--- config.mk ---
export PLATFORM = sky130hd
export DESIGN_NAME = ucie_ctl_adapter_data_transfer
export DESIGN_NICKNAME = d
export VERILOG_FILES = /design/src/rtl/ucie_ctl_adapter_data_transfer.sv
export SDC_FILE = /design/constraint.sdc
export NUM_CORES = 1
export LEC_CHECK = 0
export BUFFER_PORTS_ARGS = -buffer_cell sky130_fd_sc_hd__buf_2
export CAP_MARGIN = 15
export CORE_AREA = 5 5 423 425
export CTS_CLUSTER_SIZE = 24
export DETAILED_ROUTE_END_ITERATION = 10
export DIE_AREA = 0 0 428 430
export PLACE_DENSITY = 0.47
export SLEW_MARGIN = 0
export SYNTH_ARGS = -nofsm -noshare
export SYNTH_HDL_FRONTEND = slang
export SYNTH_SLANG_ARGS = --single-unit
--- constraint.sdc ---
create_clock -name i_clk -period 14.87 [get_ports i_clk]
set_input_delay 0 -clock i_clk [delete_from_list [all_inputs] [get_ports i_clk]]
set_output_delay 0 -clock i_clk [all_outputs]
set_load 0.1 [all_outputs]
--- src/rtl/ucie_ctl_adapter_data_transfer.sv ---
// Adapter-side RDI data path: TX flit FIFO toward the PHY, registered RX capture, flit counters and stall watchdog.
// Optional loopback checker enabled by defining UCIE_CTL_ADAPTER_LOOPBACK_CHK_EN.
module ucie_ctl_adapter_data_transfer #(
    parameter int NBYTES      = 32,
    parameter int DEPTH       = 4,
    parameter int STALL_LIMIT = 16
) (
    input  logic                   i_clk,
    input  logic                   i_rst_n,
    input  logic                   i_enable,
    input  logic                   i_tx_valid,
    input  logic [NBYTES-1:0][7:0] i_tx_data,
    output logic                   o_tx_ready,
    input  logic                   i_rdi_pl_trdy,
    input  logic                   i_rdi_pl_valid,
    input  logic [NBYTES-1:0][7:0] i_rdi_pl_data,
    output logic                   o_rdi_lp_irdy,
    output logic                   o_rdi_lp_valid,
    output logic [NBYTES-1:0][7:0] o_rdi_lp_data,
    output logic                   o_rx_valid,
    output logic [NBYTES-1:0][7:0] o_rx_data,
    output logic                   o_fifo_full,
    output logic                   o_fifo_empty,
    output logic [15:0]            o_tx_count,
    output logic [15:0]            o_rx_count,
    output logic                   o_stall_err,
    output logic                   o_mismatch,
    output logic [15:0]            o_mismatch_count
);

    localparam int AW = $clog2(DEPTH);
    localparam int SW = $clog2(STALL_LIMIT + 1);
    localparam logic [AW:0] L_DEPTH = (AW + 1)'(DEPTH);

    typedef logic [NBYTES-1:0][7:0] flit_t;
    typedef enum logic [1:0] {
        ST_RESET = 2'd0,
        ST_IDLE  = 2'd1,
        ST_SEND  = 2'd2
    } state_t;

    state_t        r_state, w_state_nxt;
    flit_t         r_mem [DEPTH];
    logic [AW-1:0] r_wr_ptr, r_rd_ptr;
    logic [AW:0]   r_count, w_count_nxt;
    logic [SW-1:0] r_stall_cnt;
    logic          r_stall_err;
    logic [15:0]   r_tx_count, r_rx_count;
    logic          r_rx_valid;
    flit_t         r_rx_data;
    logic          w_flush, w_push, w_pop, w_send, w_full, w_empty, w_rx_take;

    // Dropping i_enable discards queued flits on the same edge that leaves the link.
    assign w_flush   = (r_state == ST_RESET) || !i_enable;
    assign w_send    = (r_state == ST_SEND);
    assign w_full    = (r_count == L_DEPTH);
    assign w_empty   = (r_count == '0);
    assign w_push    = i_tx_valid && o_tx_ready;
    assign w_pop     = w_send && i_rdi_pl_trdy;
    assign w_rx_take = (r_state != ST_RESET) && i_rdi_pl_valid;

    assign o_tx_ready     = (r_state != ST_RESET) && !w_full;
    assign o_rdi_lp_valid = w_send;
    assign o_rdi_lp_irdy  = w_send;
    assign o_rdi_lp_data  = w_send ? r_mem[r_rd_ptr] : '0;
    assign o_fifo_full    = w_full;
    assign o_fifo_empty   = w_empty;
    assign o_tx_count     = r_tx_count;
    assign o_rx_count     = r_rx_count;
    assign o_rx_valid     = r_rx_valid;
    assign o_rx_data      = r_rx_data;
    assign o_stall_err    = r_stall_err;

    // NOTE: every always_comb output gets a default first so no path leaves it unassigned (no latch).
    always_comb begin
        w_count_nxt = r_count;
        unique case ({w_push, w_pop})
            2'b10:   w_count_nxt = r_count + (AW + 1)'(1);
            2'b01:   w_count_nxt = r_count - (AW + 1)'(1);
            default: w_count_nxt = r_count;
        endcase
    end

    // Next-state looks at the post-edge occupancy so a push into an empty FIFO shows up one cycle later.
    always_comb begin
        w_state_nxt = r_state;
        unique case (r_state)
            ST_RESET: if (i_enable) w_state_nxt = ST_IDLE;
            ST_IDLE:  if (w_count_nxt != '0) w_state_nxt = ST_SEND;
            ST_SEND:  if (w_count_nxt == '0) w_state_nxt = ST_IDLE;
            default:  w_state_nxt = ST_RESET;
        endcase
        if (!i_enable) w_state_nxt = ST_RESET;
    end

    // NOTE: sequential state uses non-blocking assignments so all registers update from pre-edge values.
    always_ff @(posedge i_clk or negedge i_rst_n) begin
        if (!i_rst_n) r_state <= ST_RESET;
        else          r_state <= w_state_nxt;
    end

    // NOTE: flit storage has no reset; r_count alone decides which entries are valid.
    always_ff @(posedge i_clk) begin
        if (w_push) r_mem[r_wr_ptr] <= i_tx_data;
    end

    always_ff @(posedge i_clk or negedge i_rst_n) begin
        if (!i_rst_n) begin
            r_wr_ptr <= '0;
            r_rd_ptr <= '0;
            r_count  <= '0;
        end else if (w_flush) begin
            r_wr_ptr <= '0;
            r_rd_ptr <= '0;
            r_count  <= '0;
        end else begin
            if (w_push) r_wr_ptr <= r_wr_ptr + AW'(1);
            if (w_pop)  r_rd_ptr <= r_rd_ptr + AW'(1);
            r_count <= w_count_nxt;
        end
    end

    always_ff @(posedge i_clk or negedge i_rst_n) begin
        if (!i_rst_n) begin
            r_tx_count <= '0;
            r_rx_count <= '0;
            r_rx_valid <= 1'b0;
            r_rx_data  <= '0;
        end else begin
            r_rx_valid <= w_rx_take;
            if (w_rx_take) r_rx_data <= i_rdi_pl_data;
            if (w_flush) begin
                r_tx_count <= '0;
                r_rx_count <= '0;
            end else begin
                if (w_pop)     r_tx_count <= r_tx_count + 16'd1;
                if (w_rx_take) r_rx_count <= r_rx_count + 16'd1;
            end
        end
    end

    // Watchdog counts consecutive SEND cycles without pl_trdy; the error flag is sticky until the link resets.
    always_ff @(posedge i_clk or negedge i_rst_n) begin
        if (!i_rst_n) begin
            r_stall_cnt <= '0;
            r_stall_err <= 1'b0;
        end else if (w_flush) begin
            r_stall_cnt <= '0;
            r_stall_err <= 1'b0;
        end else if (w_send && !i_rdi_pl_trdy) begin
            if (r_stall_cnt < SW'(STALL_LIMIT))      r_stall_cnt <= r_stall_cnt + SW'(1);
            if (r_stall_cnt >= SW'(STALL_LIMIT - 1)) r_stall_err <= 1'b1;
        end else begin
            r_stall_cnt <= '0;
        end
    end

`ifdef UCIE_CTL_ADAPTER_LOOPBACK_CHK_EN
    flit_t         r_exp_mem [DEPTH];
    logic [AW-1:0] r_exp_wr_ptr, r_exp_rd_ptr;
    logic [AW:0]   r_exp_count;
    logic          r_mismatch;
    logic [15:0]   r_mismatch_count;
    logic          w_exp_push, w_exp_pop, w_exp_empty, w_mismatch_now;

    assign w_exp_empty    = (r_exp_count == '0);
    assign w_exp_push     = w_pop && (r_exp_count != L_DEPTH);
    assign w_exp_pop      = w_rx_take && !w_exp_empty;
    assign w_mismatch_now = w_rx_take && (w_exp_empty || (r_exp_mem[r_exp_rd_ptr] != i_rdi_pl_data));

    always_ff @(posedge i_clk) begin
        if (w_exp_push) r_exp_mem[r_exp_wr_ptr] <= o_rdi_lp_data;
    end

    always_ff @(posedge i_clk or negedge i_rst_n) begin
        if (!i_rst_n) begin
            r_exp_wr_ptr     <= '0;
            r_exp_rd_ptr     <= '0;
            r_exp_count      <= '0;
            r_mismatch       <= 1'b0;
            r_mismatch_count <= '0;
        end else begin
            r_mismatch <= w_mismatch_now;
            if (w_flush) begin
                r_exp_wr_ptr     <= '0;
                r_exp_rd_ptr     <= '0;
                r_exp_count      <= '0;
                r_mismatch_count <= '0;
            end else begin
                if (w_exp_push) r_exp_wr_ptr <= r_exp_wr_ptr + AW'(1);
                if (w_exp_pop)  r_exp_rd_ptr <= r_exp_rd_ptr + AW'(1);
                r_exp_count <= r_exp_count + (AW + 1)'(w_exp_push) - (AW + 1)'(w_exp_pop);
                if (w_mismatch_now && (r_mismatch_count != 16'hFFFF))
                    r_mismatch_count <= r_mismatch_count + 16'd1;
            end
        end
    end

    assign o_mismatch       = r_mismatch;
    assign o_mismatch_count = r_mismatch_count;
`else
    assign o_mismatch       = 1'b0;
    assign o_mismatch_count = '0;
`endif

endmodule

After elaboration in Yosys (flattened, before gate mapping)
Memory sizes are Yosys's and may differ from the RTL's.
Index checks and enable logic that the tools add are counted.
W data, S select, Z words.
- reduce and logical (&&, ||, !) cells: 21
- magnitude comparators: 2
- muxes and demuxes: 23
- divide/modulo/power cells: 0
- bitwise logic cells: 0
- multipliers: 0
- shift-type cells: 0
- add/sub/neg operators: 7
- equality and inequality tests: 8
- operators by type and width (cell ; number):
    $mux W256 ; 1
    $mux W16 ; 4
    $add A16 B1 Y16 const B ; 2
    $mux W5 ; 3
    $mux W2 ; 7
    $reduce_bool A2 Y1 ; 6
    $logic_not A3 Y1 ; 2
    $ne A3 B2 Y1 const B ; 2
    $pmux W2 S3 ; 1
    $pmux W3 S2 ; 1
    $add A5 B1 Y5 const B ; 1
    $ge A5 B4 Y1 const B ; 1
    $logic_and A1 B1 Y1 ; 5
    $lt A5 B5 Y1 const B ; 1
    $mux W1 ; 5
    $add A2 B1 Y2 const B ; 2
    $eq A2 B1 Y1 const B ; 2
    $eq A2 B2 Y1 const B ; 2
    $reduce_and A2 Y1 ; 2
    $add A3 B1 Y3 const B ; 1
    $eq A3 B3 Y1 const B ; 1
    $logic_not A1 Y1 ; 3
    $mux W3 ; 1
    $ne A3 B3 Y1 const B ; 1
    other kinds (4) ; 4
- output and inout port bits: 568
- input bits: 518
- register bits after elaboration: 304
- memories kept: 1
- bits in read-only memories: 0
- word-level logic and storage cells: 103
- RAM bits: 1024
- bits in latches: 0
- memories (memory ; words ; bits a word ; rd ports ; clocked after Yosys merged registers in ; write ports ; RTL line ; RTL):
    r_mem ; 4 ; 256 ; 1 ; 0 ; 1 ; 43 ; flit_t r_mem [DEPTH];

Logic depth before layout (Yosys ltp)
- word-level depth: 10
- mapped depth: 10
- depth with buffers taken out: 9

Least setup slack after synthesis
OpenSTA, ideal clock, no wires.
- path kind: flip-flop to flip-flop
- start point: register r_count[2]
- end point: memory r_mem[0][0] (netlist bit) (enable)
- library setup time: 0.649 ns
- data required time: 14.221 ns
- buffers on the path: 0
- cell stages (with the launch flop): 4
- arrival time: 7.238 ns
- path slack: 6.982 ns
- cells stage by stage: dfrtp_1 > nor3b_1 > nor3b_2 > and2_1
- cells in the longest elaborated chain, start to end: 6
- RTL lines (what ; RTL line ; RTL):
    start, declared ; 45 ; logic [AW:0] r_count, w_count_nxt;
    start signal, assigned ; 119 ; r_count <= w_count_nxt;
    $eq A3 B3 Y1 ; 56 ; assign w_full = (r_count == L_DEPTH);
    via o_fifo_full ; 22 ; output logic o_fifo_full,
    $logic_not A1 Y1 ; 62 ; assign o_tx_ready = (r_state != ST_RESET) && !w_full;
    $logic_and A1 B1 Y1 ; 62 ;
    $logic_and A1 B1 Y1 ; 58 ; assign w_push = i_tx_valid && o_tx_ready;
    $mux W1 ; 104 ; if (w_push) r_mem[r_wr_ptr] <= i_tx_data;
    $mux W1 (implied by the code) ; 104 ;
    end, declared ; 43 ;
The timed path passes the listed nets, and every way through them passes these cells.

==> metrics.txt <==
Max Fclk 195.6 MHz; die area 184,000 µm²; vias in the first global route between 30,000 and 40,000; final instance area ~73,000 µm²; xor-xnor portion of the synthesized cell area less than 1%; CTS Buf Count between 150 and 200; core area between 150,000 and 200,000 µm²; Leakage approximately 28 nW; total gr overflow 0; CTS max path bufs 3; Synth Area in Adders less than 1%; compound-cell area share of the yosys netlist 0.3878%; Hold Fails Final Rpt 0; Data required, critical path 14,870 ps; initial antenna violation count 53; main combinational cell family by area after synthesis multiplexers; num rows between 150 and 200; via count ~32,000; H-tree levels 4; DR pass1 iterations 5; setup TNS 0 ps; Worst Path Arrival between 5000 and 6000 ps; NumNets Final around 5,000; dpl hpwl roughly 130 mm; multiplexer area fraction after synthesis between 15 and 20%; syn_area_per_cell roughly 21 µm²; clock skew approximately 34 ps; Layout area overhead 43.79%; critical path endpoint category output port; Post-DRT Antenna Nets 0; Seq/Total Area, Yosys 75.25%; clock root buffer clkbuf_16; Max Cap Violations 0; post-CTS setup buffer count 0; Ports ~1,100; layout cells sized above 1 approximately two fifths; PortBufs 1,068; Worst Hold Class in -> reg; endpoints failing setup 0; Post-CTS Hold Buffers ~950; Post-synth EDFFs 1,024; Crit Path Max Fanout 90; #FFs+latches synth 1,328; RSZ-0062 raised after global routing false; CTS tree yes; Die Y roughly 430 µm; clk slew on worst S/H paths 60 ps; detailed router's first-iteration violation count 2,133; GRT Total Usage between 10% and 20%; final worst-path cycle share about a third; CP Launch Type flop; DR WL/cell 25.91 µm; yosys warns 0; Tmin final roughly 5100 ps; pin count of the biggest net entering global routing ~150; worst-margin pin slew between 1000 and 1500 ps; Post-Route WL ~180 mm; routability cong. 1.002; Syn Inst Count 2,440; Distinct cells, synth 51; VDD IR max 144.5 µV; post_cts resized 0; FFs w/ async S/R, synth a little under a quarter; fin cells 7,011; Initial Utilization 29.14%; Slew HR ~25%; die width 428 µm; outcome finished, final reports clean; Synth Area in Simple Gates 4.462%; first-pass GRT wire length approximately 250 mm; Power, Total 10.96 mW; top_reg_cell synth edfxtp_1; clock sink count approximately 1,300; DRC Markers 0; clk_lat worst skew about 800 ps; Cell Area, Synth about 50,000 µm²; Slew Limit Fails 0; placement-stage cell area approximately 59,000 µm²; vias per cell between 4 and 5; Power Density between 100 and 150 nW/µm²; WS Path Type reg -> out; placed cell count around 5,800
-- metal layers --
| layer | track usage, % | wire length (µm) | up-vias |
|---|---|---|---|
| met5 | 0 | 66 | - |
| met4 | 5.526 | 4631 | 10 |
| met3 | 6.482 | 15600 | 270 |
| met2 | 30.70 | 86640 | 1184 |
| met1 | 24.71 | 74740 | 16586 |
| li1 | - | - | 13827 |
-- state kept, by name (all words and copies together) (netlist names) --
signal	flops
o_tx_count	16
o_stall_err	1
o_rx_valid	1
r_rd_ptr	2
r_mem	1024
o_rx_data	256
r_stall_cnt	5
r_count	3
o_rx_count	16
r_state	2
r_wr_ptr	2
-- Yosys cell counts (2+ instances only) --
library cell / n / share of area (%)
a31o_2: 2 / 0.034
mux2i_1: 6 / 0.12
buf_1: 3 / 0.022
and4_1: 2 / 0.034
inv_1: 9 / 0.066
nand4_1: 10 / 0.12
mux4_2: 256 / 11
ha_1: 9 / 0.22
xnor2_1: 19 / 0.33
mux2_2: 256 / 5.7
clkbuf_1: 31 / 0.23
and2_1: 260 / 3.2
and3_1: 3 / 0.037
buf_4: 23 / 0.34
nand2_1: 15 / 0.11
nor4_1: 6 / 0.074
buf_2: 39 / 0.38
dfrtp_1: 304 / 15
nand3_1: 8 / 0.079
a31oi_1: 2 / 0.025
or3_1: 6 / 0.074
a41o_1: 2 / 0.039
buf_6: 46 / 1.0
o21ai_0: 7 / 0.069
a21oi_1: 10 / 0.098
xor2_1: 10 / 0.17
nor2_1: 41 / 0.30
nor3_1: 8 / 0.079
edfxtp_1: 1024 / 60
o21a_1: 2 / 0.029
-- metrics by stage --
step	hold slack (ps)	utilization, %	setup slack, ps
global placement	105.9	33.52	9839
detailed placement	82.76	33.52	9684
global route	16.97	41.88	9216
CTS	0.03564	41.86	9424
finish	60.82	41.89	9758
floorplan	-295.6	-	6982
-- power by group --
group	internal [mW]	switching, mW
clock	2.24	1.56
sequential	4.28	0.178
combinational	0.582	2.13
total	7.10	3.87
-- critical path, stage by stage, from the launching register on --
cell and delay (ps):
dfrtp_4 1000, buf_4 690, buf_12 670, buf_4 700, mux4_2 580, and2_1 210
buf_2 300
-- path summary, 6_finish.rpt --
path	startpoint	to	slack [ps]	depth (start not counted)
setup / recovery	r_rd_ptr[0]	o_rdi_lp_data[168]	9760	6
hold / removal	i_tx_data[54]	r_mem[0][54]	60	2
setup reg to reg	r_state[1]	r_mem[1][73]	9930	6
hold reg to reg	o_stall_err	o_stall_err	490	2
max in group asynchronous	i_rst_n	r_rd_ptr[1]	12640	5
min in group asynchronous	i_rst_n	o_rx_data[175]	390	4
-- layout make-up --
cell class	instances	area, µm²
Antenna cell	25	62.56
Clock buffer	207	4167
Inverter	9	33.78
Fill cell	16090	101700
Timing Repair Buffer	2051	15210
Multi-Input combinational cell	977	11650
Clock inverter	74	879.6
Tap cell	2340	2928
Sequential cell	1328	38360
-- placed cells by master (no fill, tap or decap), types with 5 or more instances in the layout --
master / instances
buf_4: 26
nand2_1: 15
clkinv_8: 5
clkbuf_8: 5
nand3_1: 8
edfxtp_1: 1024
mux2_2: 256
clkbuf_16: 157
buf_2: 1067
inv_6: 6
xor2_1: 10
diode_2: 25
dlygate4sd3_1: 950
inv_1: 9
o21ai_0: 6
xnor2_1: 19
or3_1: 6
clkbuf_1: 45
clkinv_2: 15
conb_1: 17
mux2i_1: 6
mux4_2: 256
nor3_1: 8
nor2_1: 41
clkinv_1: 23
bufinv_16: 15
nand4_1: 10
a21oi_1: 10
dfrtp_1: 302
and2_1: 256
ha_1: 9
nor4_1: 6
buf_12: 6
-- logic make-up after synthesis --
family / after synthesis
flops: 1328
mux: 518
simple gates: 374
buf+inv: 151
compound gates: 29
xor+xnor: 29
fa+ha+maj: 10
other cells: 1
No activity file was read; power rests on OpenSTA's default activity.
